==> config.mk <==
export PLATFORM = sky130hd
export DESIGN_NAME = pwm_capture_xy
export DESIGN_NICKNAME = d
export VERILOG_FILES = /design/src/rtl/pwm_capture_xy.sv
export SDC_FILE = /design/constraint.sdc
export NUM_CORES = 1
export LEC_CHECK = 0
export BUFFER_PORTS_ARGS = -buffer_cell sky130_fd_sc_hd__buf_2
export CORE_MARGIN = 3
export CORE_UTILIZATION = 45
export DETAILED_ROUTE_END_ITERATION = 10
export PLACE_DENSITY_LB_ADDON = 0.2
export SYNTH_ARGS = -nofsm -noshare
export SYNTH_HDL_FRONTEND = slang
export SYNTH_SLANG_ARGS = --single-unit
==> constraint.sdc <==
create_clock -name sysclk -period 3 [get_ports sysclk]
set_input_delay 0.9 -clock sysclk [delete_from_list [all_inputs] [get_ports sysclk]]
set_output_delay 0.9 -clock sysclk [all_outputs]
set_load 0.01 [all_outputs]
==> src/rtl/pwm_capture_xy.sv <==
// pwm_capture_xy: dual-channel servo-pulse decoder.
// Measures the high time W of Pulse_X / Pulse_Y and recovers the duty code that produced it,
// where W = BASE_TICKS + duty * STEP_TICKS sysclk cycles.
//
// Ports:
//   sysclk          system clock
//   reset           synchronous, active-high reset
//   Pulse_X/Y       asynchronous servo pulse inputs
//   Duty_X/Y[5:0]   last committed duty code per channel
//   Valid_X/Y       one-cycle strobe, Duty updated this cycle
//   Err_X/Y         last decoded pulse was out of range
//   Lost_X/Y        no rising edge seen within TIMEOUT_TICKS
//
// Build option: define PWM_CAP_CONFIRM_EN to commit a decode only when it matches the previous
// decode of the same channel.
module pwm_capture_xy #(
    parameter int unsigned BASE_TICKS    = 100000,
    parameter int unsigned STEP_TICKS    = 1563,
    parameter int unsigned TIMEOUT_TICKS = 3000000
) (
    input  logic       sysclk,
    input  logic       reset,
    input  logic       Pulse_X,
    input  logic       Pulse_Y,
    output logic [5:0] Duty_X,
    output logic [5:0] Duty_Y,
    output logic       Valid_X,
    output logic       Valid_Y,
    output logic       Err_X,
    output logic       Err_Y,
    output logic       Lost_X,
    output logic       Lost_Y
);

    localparam int unsigned BW = $clog2(BASE_TICKS + 1);
    localparam int unsigned SW = $clog2(STEP_TICKS + 1);
    localparam int unsigned TW = $clog2(TIMEOUT_TICKS + 1);

    typedef enum logic [1:0] {StArm, StIdle, StBase, StStep} state_e;

    logic [1:0] pin;
    logic [5:0] duty_arr  [2];
    logic       valid_arr [2];
    logic       err_arr   [2];
    logic       lost_arr  [2];

    assign pin = {Pulse_Y, Pulse_X};

    for (genvar c = 0; c < 2; c++) begin : g_ch
        logic          sync1_q, sync2_q, lvl_q, rise_q, fall_q;
        state_e        state_q, state_d;
        logic [BW-1:0] base_cnt_q, base_cnt_d;
        logic [SW-1:0] sub_cnt_q, sub_cnt_d;
        logic [6:0]    step_cnt_q, step_cnt_d;
        logic          dec, dec_err, commit, lost_hit;
        logic [5:0]    dec_duty;
        logic [TW-1:0] per_cnt_q;
        logic [5:0]    duty_q;
        logic          valid_q, err_q, lost_q;

        // Synchronizer and level pipeline are left unreset so that a pulse already high when
        // reset releases is seen as high (ARM then waits it out) rather than as a fresh edge.
        always_ff @(posedge sysclk) begin
            sync1_q <= pin[c];
            sync2_q <= sync1_q;
            lvl_q   <= sync2_q;
        end

        // rise_q / fall_q are aligned with lvl_q: rise_q marks the first high cycle of lvl_q,
        // fall_q the first low one.
        always_ff @(posedge sysclk) begin
            if (reset) begin
                rise_q <= 1'b0;
                fall_q <= 1'b0;
            end else begin
                rise_q <= sync2_q & ~lvl_q;
                fall_q <= ~sync2_q & lvl_q;
            end
        end

        always_ff @(posedge sysclk) begin
            if (reset) begin
                state_q    <= StArm;
                base_cnt_q <= '0;
                sub_cnt_q  <= '0;
                step_cnt_q <= '0;
            end else begin
                state_q    <= state_d;
                base_cnt_q <= base_cnt_d;
                sub_cnt_q  <= sub_cnt_d;
                step_cnt_q <= step_cnt_d;
            end
        end

        always_comb begin
            state_d    = state_q;
            base_cnt_d = base_cnt_q;
            sub_cnt_d  = sub_cnt_q;
            step_cnt_d = step_cnt_q;
            dec        = 1'b0;
            dec_duty   = '0;
            dec_err    = 1'b0;
            unique case (state_q)
                StArm: begin
                    if (!lvl_q) state_d = StIdle;
                end
                StIdle: begin
                    if (rise_q) begin
                        // The rising-edge cycle is the first counted high cycle.
                        base_cnt_d = BW'(1);
                        sub_cnt_d  = '0;
                        step_cnt_d = '0;
                        state_d    = (BASE_TICKS <= 1) ? StStep : StBase;
                    end
                end
                StBase: begin
                    if (fall_q) begin
                        dec     = 1'b1;
                        dec_err = 1'b1;
                        state_d = StIdle;
                    end else if (base_cnt_q == BW'(BASE_TICKS - 1)) begin
                        state_d = StStep;
                    end else begin
                        base_cnt_d = base_cnt_q + BW'(1);
                    end
                end
                StStep: begin
                    if (fall_q) begin
                        dec      = 1'b1;
                        dec_duty = step_cnt_q[6] ? 6'd63 : step_cnt_q[5:0];
                        dec_err  = step_cnt_q[6];
                        state_d  = StIdle;
                    end else if (sub_cnt_q == SW'(STEP_TICKS - 1)) begin
                        sub_cnt_d = '0;
                        if (step_cnt_q != 7'd64) step_cnt_d = step_cnt_q + 7'd1;
                    end else begin
                        sub_cnt_d = sub_cnt_q + SW'(1);
                    end
                end
                default: state_d = StArm;
            endcase
        end

        // Lost fires once, on the cycle the period counter reaches the limit, so a decode that
        // completes while the counter sits saturated can still clear it.
        assign lost_hit = !rise_q && (per_cnt_q == TW'(TIMEOUT_TICKS - 1));

        always_ff @(posedge sysclk) begin
            if (reset) begin
                per_cnt_q <= '0;
            end else if (rise_q) begin
                per_cnt_q <= '0;
            end else if (per_cnt_q != TW'(TIMEOUT_TICKS)) begin
                per_cnt_q <= per_cnt_q + TW'(1);
            end
        end

`ifdef PWM_CAP_CONFIRM_EN
        logic [5:0] shadow_q;
        logic       shadow_vld_q;

        assign commit = dec && shadow_vld_q && (shadow_q == dec_duty);

        always_ff @(posedge sysclk) begin
            if (reset) begin
                shadow_q     <= '0;
                shadow_vld_q <= 1'b0;
            end else begin
                if (dec) begin
                    shadow_q     <= dec_duty;
                    shadow_vld_q <= ~dec_err;
                end
                if (lost_hit) shadow_vld_q <= 1'b0;
            end
        end
`else
        assign commit = dec;
`endif

        always_ff @(posedge sysclk) begin
            if (reset) begin
                duty_q  <= '0;
                valid_q <= 1'b0;
                err_q   <= 1'b0;
                lost_q  <= 1'b0;
            end else begin
                valid_q <= commit;
                if (commit) duty_q <= dec_duty;
                if (dec) err_q <= dec_err;
                if (lost_hit) begin
                    lost_q <= 1'b1;
                end else if (commit) begin
                    lost_q <= 1'b0;
                end
            end
        end

        assign duty_arr[c]  = duty_q;
        assign valid_arr[c] = valid_q;
        assign err_arr[c]   = err_q;
        assign lost_arr[c]  = lost_q;
    end

    assign Duty_X  = duty_arr[0];
    assign Duty_Y  = duty_arr[1];
    assign Valid_X = valid_arr[0];
    assign Valid_Y = valid_arr[1];
    assign Err_X   = err_arr[0];
    assign Err_Y   = err_arr[1];
    assign Lost_X  = lost_arr[0];
    assign Lost_Y  = lost_arr[1];

endmodule

==> results <==
- The biggest fanout along the worst timing path is 17.
- The part of the total power dissipated in the clock network is 0.456.
- Setup repair after global routing left no endpoint under its margin.
- The combinational share of power is 0.080.
- In this run the standard cell core region covers ~15000 um^2.
- For met1 alone, demand over resource in global routing was 0.236.
- The later-pin clock latency in the skew report is around 420 ps.
- The share of synthesized area in the top cell type comes to 0.420.
- Summed over all layers, the global routing overflow is 0.
- Synthesis produced between 800 and 900 cells.
- The wire length of the first global-routing pass is about 25000 um.
- In the final timing run, aggregate negative setup slack is 0 ps.
- After clock tree synthesis, the clock-pin slew on the worst setup and hold paths is roughly 60 ps.
- For this design, the CTS-stage hold fixing added 0 buffers.
- The met3 demand-to-capacity share in global routing is 0.0394.
- The worst register-to-register path has a depth of 6.
- The number of antenna violations at the first check in global routing is 0.
- Setup violations remaining at the end of the flow were counted as 0.
- The part of the cycle the worst path needs is 0.771.
- At the end of routability-driven placement, the weighted congestion stood at ~0.91.
- The worst setup path is captured at a flip-flop.
- For this block, the initial DRC count from the detailed router was between 300 and 400.
- The number of storage elements in the synthesis netlist is 146.
- After detailed routing, the total wire length is ~15000 um.
- The global-route usage over all layers is 0.181.
- The total power after layout is approximately 4.4 mW.
- The kind of cell with the highest combined delay along the critical path is compound AO/OA/AOI/OAI gates.
- The number of gates given a new drive strength after cts is 0.
- The number of global-route vias before repair is 5567.
- TritonCTS built the clock tree.
- Compared with the post-synthesis result, the final layout area differs by 11.9%.
- The die covers about 17000 um^2.
- The data required time of the worst path is about 3300 ps.
- In this design, the stage delay of the slowest critical-path cell is approximately 540 ps.
- The path category of the worst min-delay check is reg -> reg.
- The slowest stage of the critical path is the sky130_fd_sc_hd__ha_1 cell.
- The sequential standard cell area is 2920 um^2.
- The longest clock path from root to sink contains 2 buffers.
- The synthesized area per cell is approximately 8.5 um^2.
- For this run, global-route usage on met2 was measured as 0.291.
- The layer with the highest usage is met2.
- The worst reg2reg path startpoint is g_ch[1].state_q[0]$_SDFFE_PP0P_.
- Counting tap cells, the placed design contains a total of roughly 1k instances.
- The buffers plus inverters on the worst setup path is 2.
- The number of maximum-capacitance violations is 0.
- The number of antenna cells inserted is 0.
- The number of setup buffers added after CTS is 0.
- The path type of the worst setup path is reg -> reg.
- The leakage power is 2.71 nW.
- The number of DRC violations after detailed routing is 0.
- The routed layout has a little under 6k vias.
- The critical path startpoint category is a flip-flop.
- Power spread over the standard cell area amounts to 563 nW/um^2.
- During synthesis, Yosys emitted a total of 0 warnings.
- The largest net degree at the start of global routing is 28.
- The transition time at the pin with the least slew margin is 750 ps.
- Yosys mapped the design onto between 60 and 70 distinct sky130hd cell types.
- Clock tree synthesis found a total of 146 sinks.
- The total number of nets in the final design is 866.
- In this run the tool buffered the top-level ports with 21 buffer cells.
- Once detail routing completed, the nets flagged for antenna violations numbered 0.
- The final hold slack is around 340 ps.
- The library cell with the largest summed area after synthesis is sky130_fd_sc_hd__dfxtp_1.
- The total nets after synthesis is approximately 850.
- At the worst endpoint, the arrival time is 2620 ps.
- Among all flip-flop cells after synthesis, the most frequent one is sky130_fd_sc_hd__dfxtp_1.
- The count of final max-slew check failures came to 0.
- The mapped cell area is about 7000 um^2.
- In this run, CTS created clock tree buffers numbering 17.
- The layout has 1373 filler cells.
- In this run the number of H-tree levels came out at 4.
- The die is 130 um wide.
- Counting buffers and inverters, the worst setup path is 6 cells deep.
- Of the total power, the share spent switching nets is 0.258.
- Once detailed placement completed, the half-perimeter wirelength came to 10400 um.
- The CTS root buffer is sky130_fd_sc_hd__clkbuf_16.
- The number of placement rows is between 40 and 50.
- The peak supply drop is between 0.4 and 0.5 mV.
- The source of the worst hold timing path is g_ch[1].sync1_q$_DFF_P_.
- The multi-input combinational cell area is approximately 3800 um^2.
- Of the cells placed in the final design, the portion with a size suffix greater than 1 is 0.0905.
- The average wire length per cell after detail routing is approximately 14 um.
- The die is 130 um tall.
- The most frequent cell on the critical path is sky130_fd_sc_hd__inv_1.
- The maximum clock rate is 0.432 GHz.
- Counting instances, the worst hold path has a depth of 0.
- Ranked by total cell area, the synthesized netlist is headed by sky130_fd_sc_hd__dfxtp_1 42%, sky130_fd_sc_hd__nor2_1 5.4%, sky130_fd_sc_hd__xor2_1 5.2%, sky130_fd_sc_hd__ha_1 4.3%, sky130_fd_sc_hd__nand2_1 3.9%.
- The share of flip-flops with an asynchronous set or reset after synthesis is 0.
- The number of top-level design ports is 22.
- The smallest clock period supported by the final layout is computed as around 2300 ps.
- The finished layout holds 1035 standard cells, fillers aside.
- The post-synthesis sequential area ratio is 0.420.
- The starting utilization of the core area is 0.470.
- Measured against its own limit, the worst slew margin works out to 0.498.
- The launching element of the worst setup path is g_ch[1].state_q[0]$_SDFFE_PP0P_.
- The final hold violation count is 0.
- In the routed layout, each cell is associated on average with a via count of approximately 5.6.
- The total iterations of the first detailed-routing run is 5.
- The run finished with clean final reports.
- Across the routed clock network, the largest skew measured is 8.00 ps.
- The signal on the critical path passes through inv_1 > ha_1 > inv_1 > o31a_1 > and3_1 > o221a_2.
- The total internal power is between 3 and 4 mW.
- In this run the power spent charging and discharging nets is about 1.1 mW.
- The share of total power dissipated in sequential elements is 0.464.
- Yosys mapped a number of flops with a built-in enable equal to 0.
## registers in the layout, summed over array words and instances (netlist names), 2 cells and up
name             cells
g_ch.fall_q          2
g_ch.sub_cnt_q      22
g_ch.lvl_q           2
g_ch.sync2_q         2
g_ch.step_cnt_q     14
g_ch.rise_q          2
Duty_X               6
g_ch.base_cnt_q     34
g_ch.sync1_q         2
Duty_Y               6
g_ch.per_cnt_q      44
g_ch.state_q         4
## synthesized netlist by cell type (11+ instances only)
master                     count
sky130_fd_sc_hd__a21oi_1      44
sky130_fd_sc_hd__and3_1       18
sky130_fd_sc_hd__clkbuf_1     26
sky130_fd_sc_hd__dfxtp_1     146
sky130_fd_sc_hd__ha_1         24
sky130_fd_sc_hd__inv_1        31
sky130_fd_sc_hd__nand2_1      72
sky130_fd_sc_hd__nand2b_1     11
sky130_fd_sc_hd__nand3_1      39
sky130_fd_sc_hd__nand4_1      30
sky130_fd_sc_hd__nor2_1      101
sky130_fd_sc_hd__nor3_1       28
sky130_fd_sc_hd__nor4_1       15
sky130_fd_sc_hd__o21ai_0      30
sky130_fd_sc_hd__or3_1        11
sky130_fd_sc_hd__or4_1        13
sky130_fd_sc_hd__xnor2_1      27
sky130_fd_sc_hd__xor2_1       41
## worst paths after layout
kind,end,slack (ps)
worst min-delay path,g_ch[1].sync2_q$_DFF_P_,340
worst min register to register,g_ch[1].sync2_q$_DFF_P_,340
worst max-delay path,g_ch[1].base_cnt_q[7]$_SDFFE_PP0P_,690
worst max register to register,g_ch[1].base_cnt_q[7]$_SDFFE_PP0P_,690
## area by class of cell
| class | count | share of cell area |
|---|---|---|
| clock inverter | 14 | 0.0170 |
| tap | 184 | 0.0295 |
| sequential | 146 | 0.375 |
| inverter | 31 | 0.0149 |
| timing repair buffer | 28 | 0.0202 |
| multi-input combinational | 614 | 0.488 |
| clock buffer | 18 | 0.0550 |
## cell usage in the layout, fill, tap and decap left out, types with 15 or more instances in the layout
master / Yosys / final
sky130_fd_sc_hd__buf_2: 2 / 21
sky130_fd_sc_hd__nor2_1: 101 / 101
sky130_fd_sc_hd__nand4_1: 30 / 30
sky130_fd_sc_hd__inv_1: 31 / 31
sky130_fd_sc_hd__a21oi_1: 44 / 44
sky130_fd_sc_hd__nor3_1: 28 / 28
sky130_fd_sc_hd__ha_1: 24 / 24
sky130_fd_sc_hd__nor4_1: 15 / 15
sky130_fd_sc_hd__xor2_1: 41 / 41
sky130_fd_sc_hd__o21ai_0: 30 / 30
sky130_fd_sc_hd__nand2_1: 72 / 72
sky130_fd_sc_hd__and3_1: 18 / 18
sky130_fd_sc_hd__clkbuf_16: 0 / 17
sky130_fd_sc_hd__nand3_1: 39 / 39
sky130_fd_sc_hd__dfxtp_1: 146 / 146
sky130_fd_sc_hd__xnor2_1: 27 / 27
## power groups by stage
stage	registers [mW]	logic (mW)	clock network, mW
after floorplan	2.06	0.276	0
after global placement	2.08	0.336	0
after detailed placement	2.08	0.354	0
after CTS	2.04	0.356	2.05
after global routing	2.05	0.402	2.14
final	2.04	0.353	2.00
## through the flow
stage / instance area, um^2 / worst slack (ps) / utilization
detailed placement: 7230 / 715 / 0.489
floorplan: 6970 / 987 / -
global route: 7800 / 436 / 0.526
finish: 7800 / 686 / 0.526
global placement: 7230 / 781 / 0.489
CTS: 7800 / 695 / 0.526
## cells by family (layout without fill, tap and decap cells)
group | after synthesis | count (layout) | share of synthesized area
DFF | 146 | 146 | 0.420
muxes | 6 | 6 | 0.00898
adders and majority gates | 24 | 24 | 0.0431
xor gates and xnor gates | 68 | 68 | 0.0855
and+or+nand+nor | 385 | 385 | 0.288
buffers and inverters | 61 | 91 | 0.0338
AOI/OAI and AO/OA | 131 | 131 | 0.121
## metal layers
layer	share of wire	up-vias
li1	-	2964
met1	0.47	2756
met2	0.47	102
met3	0.033	23
met4	0.021	0
met5	0	-
Power figures use the tool's default switching activity.
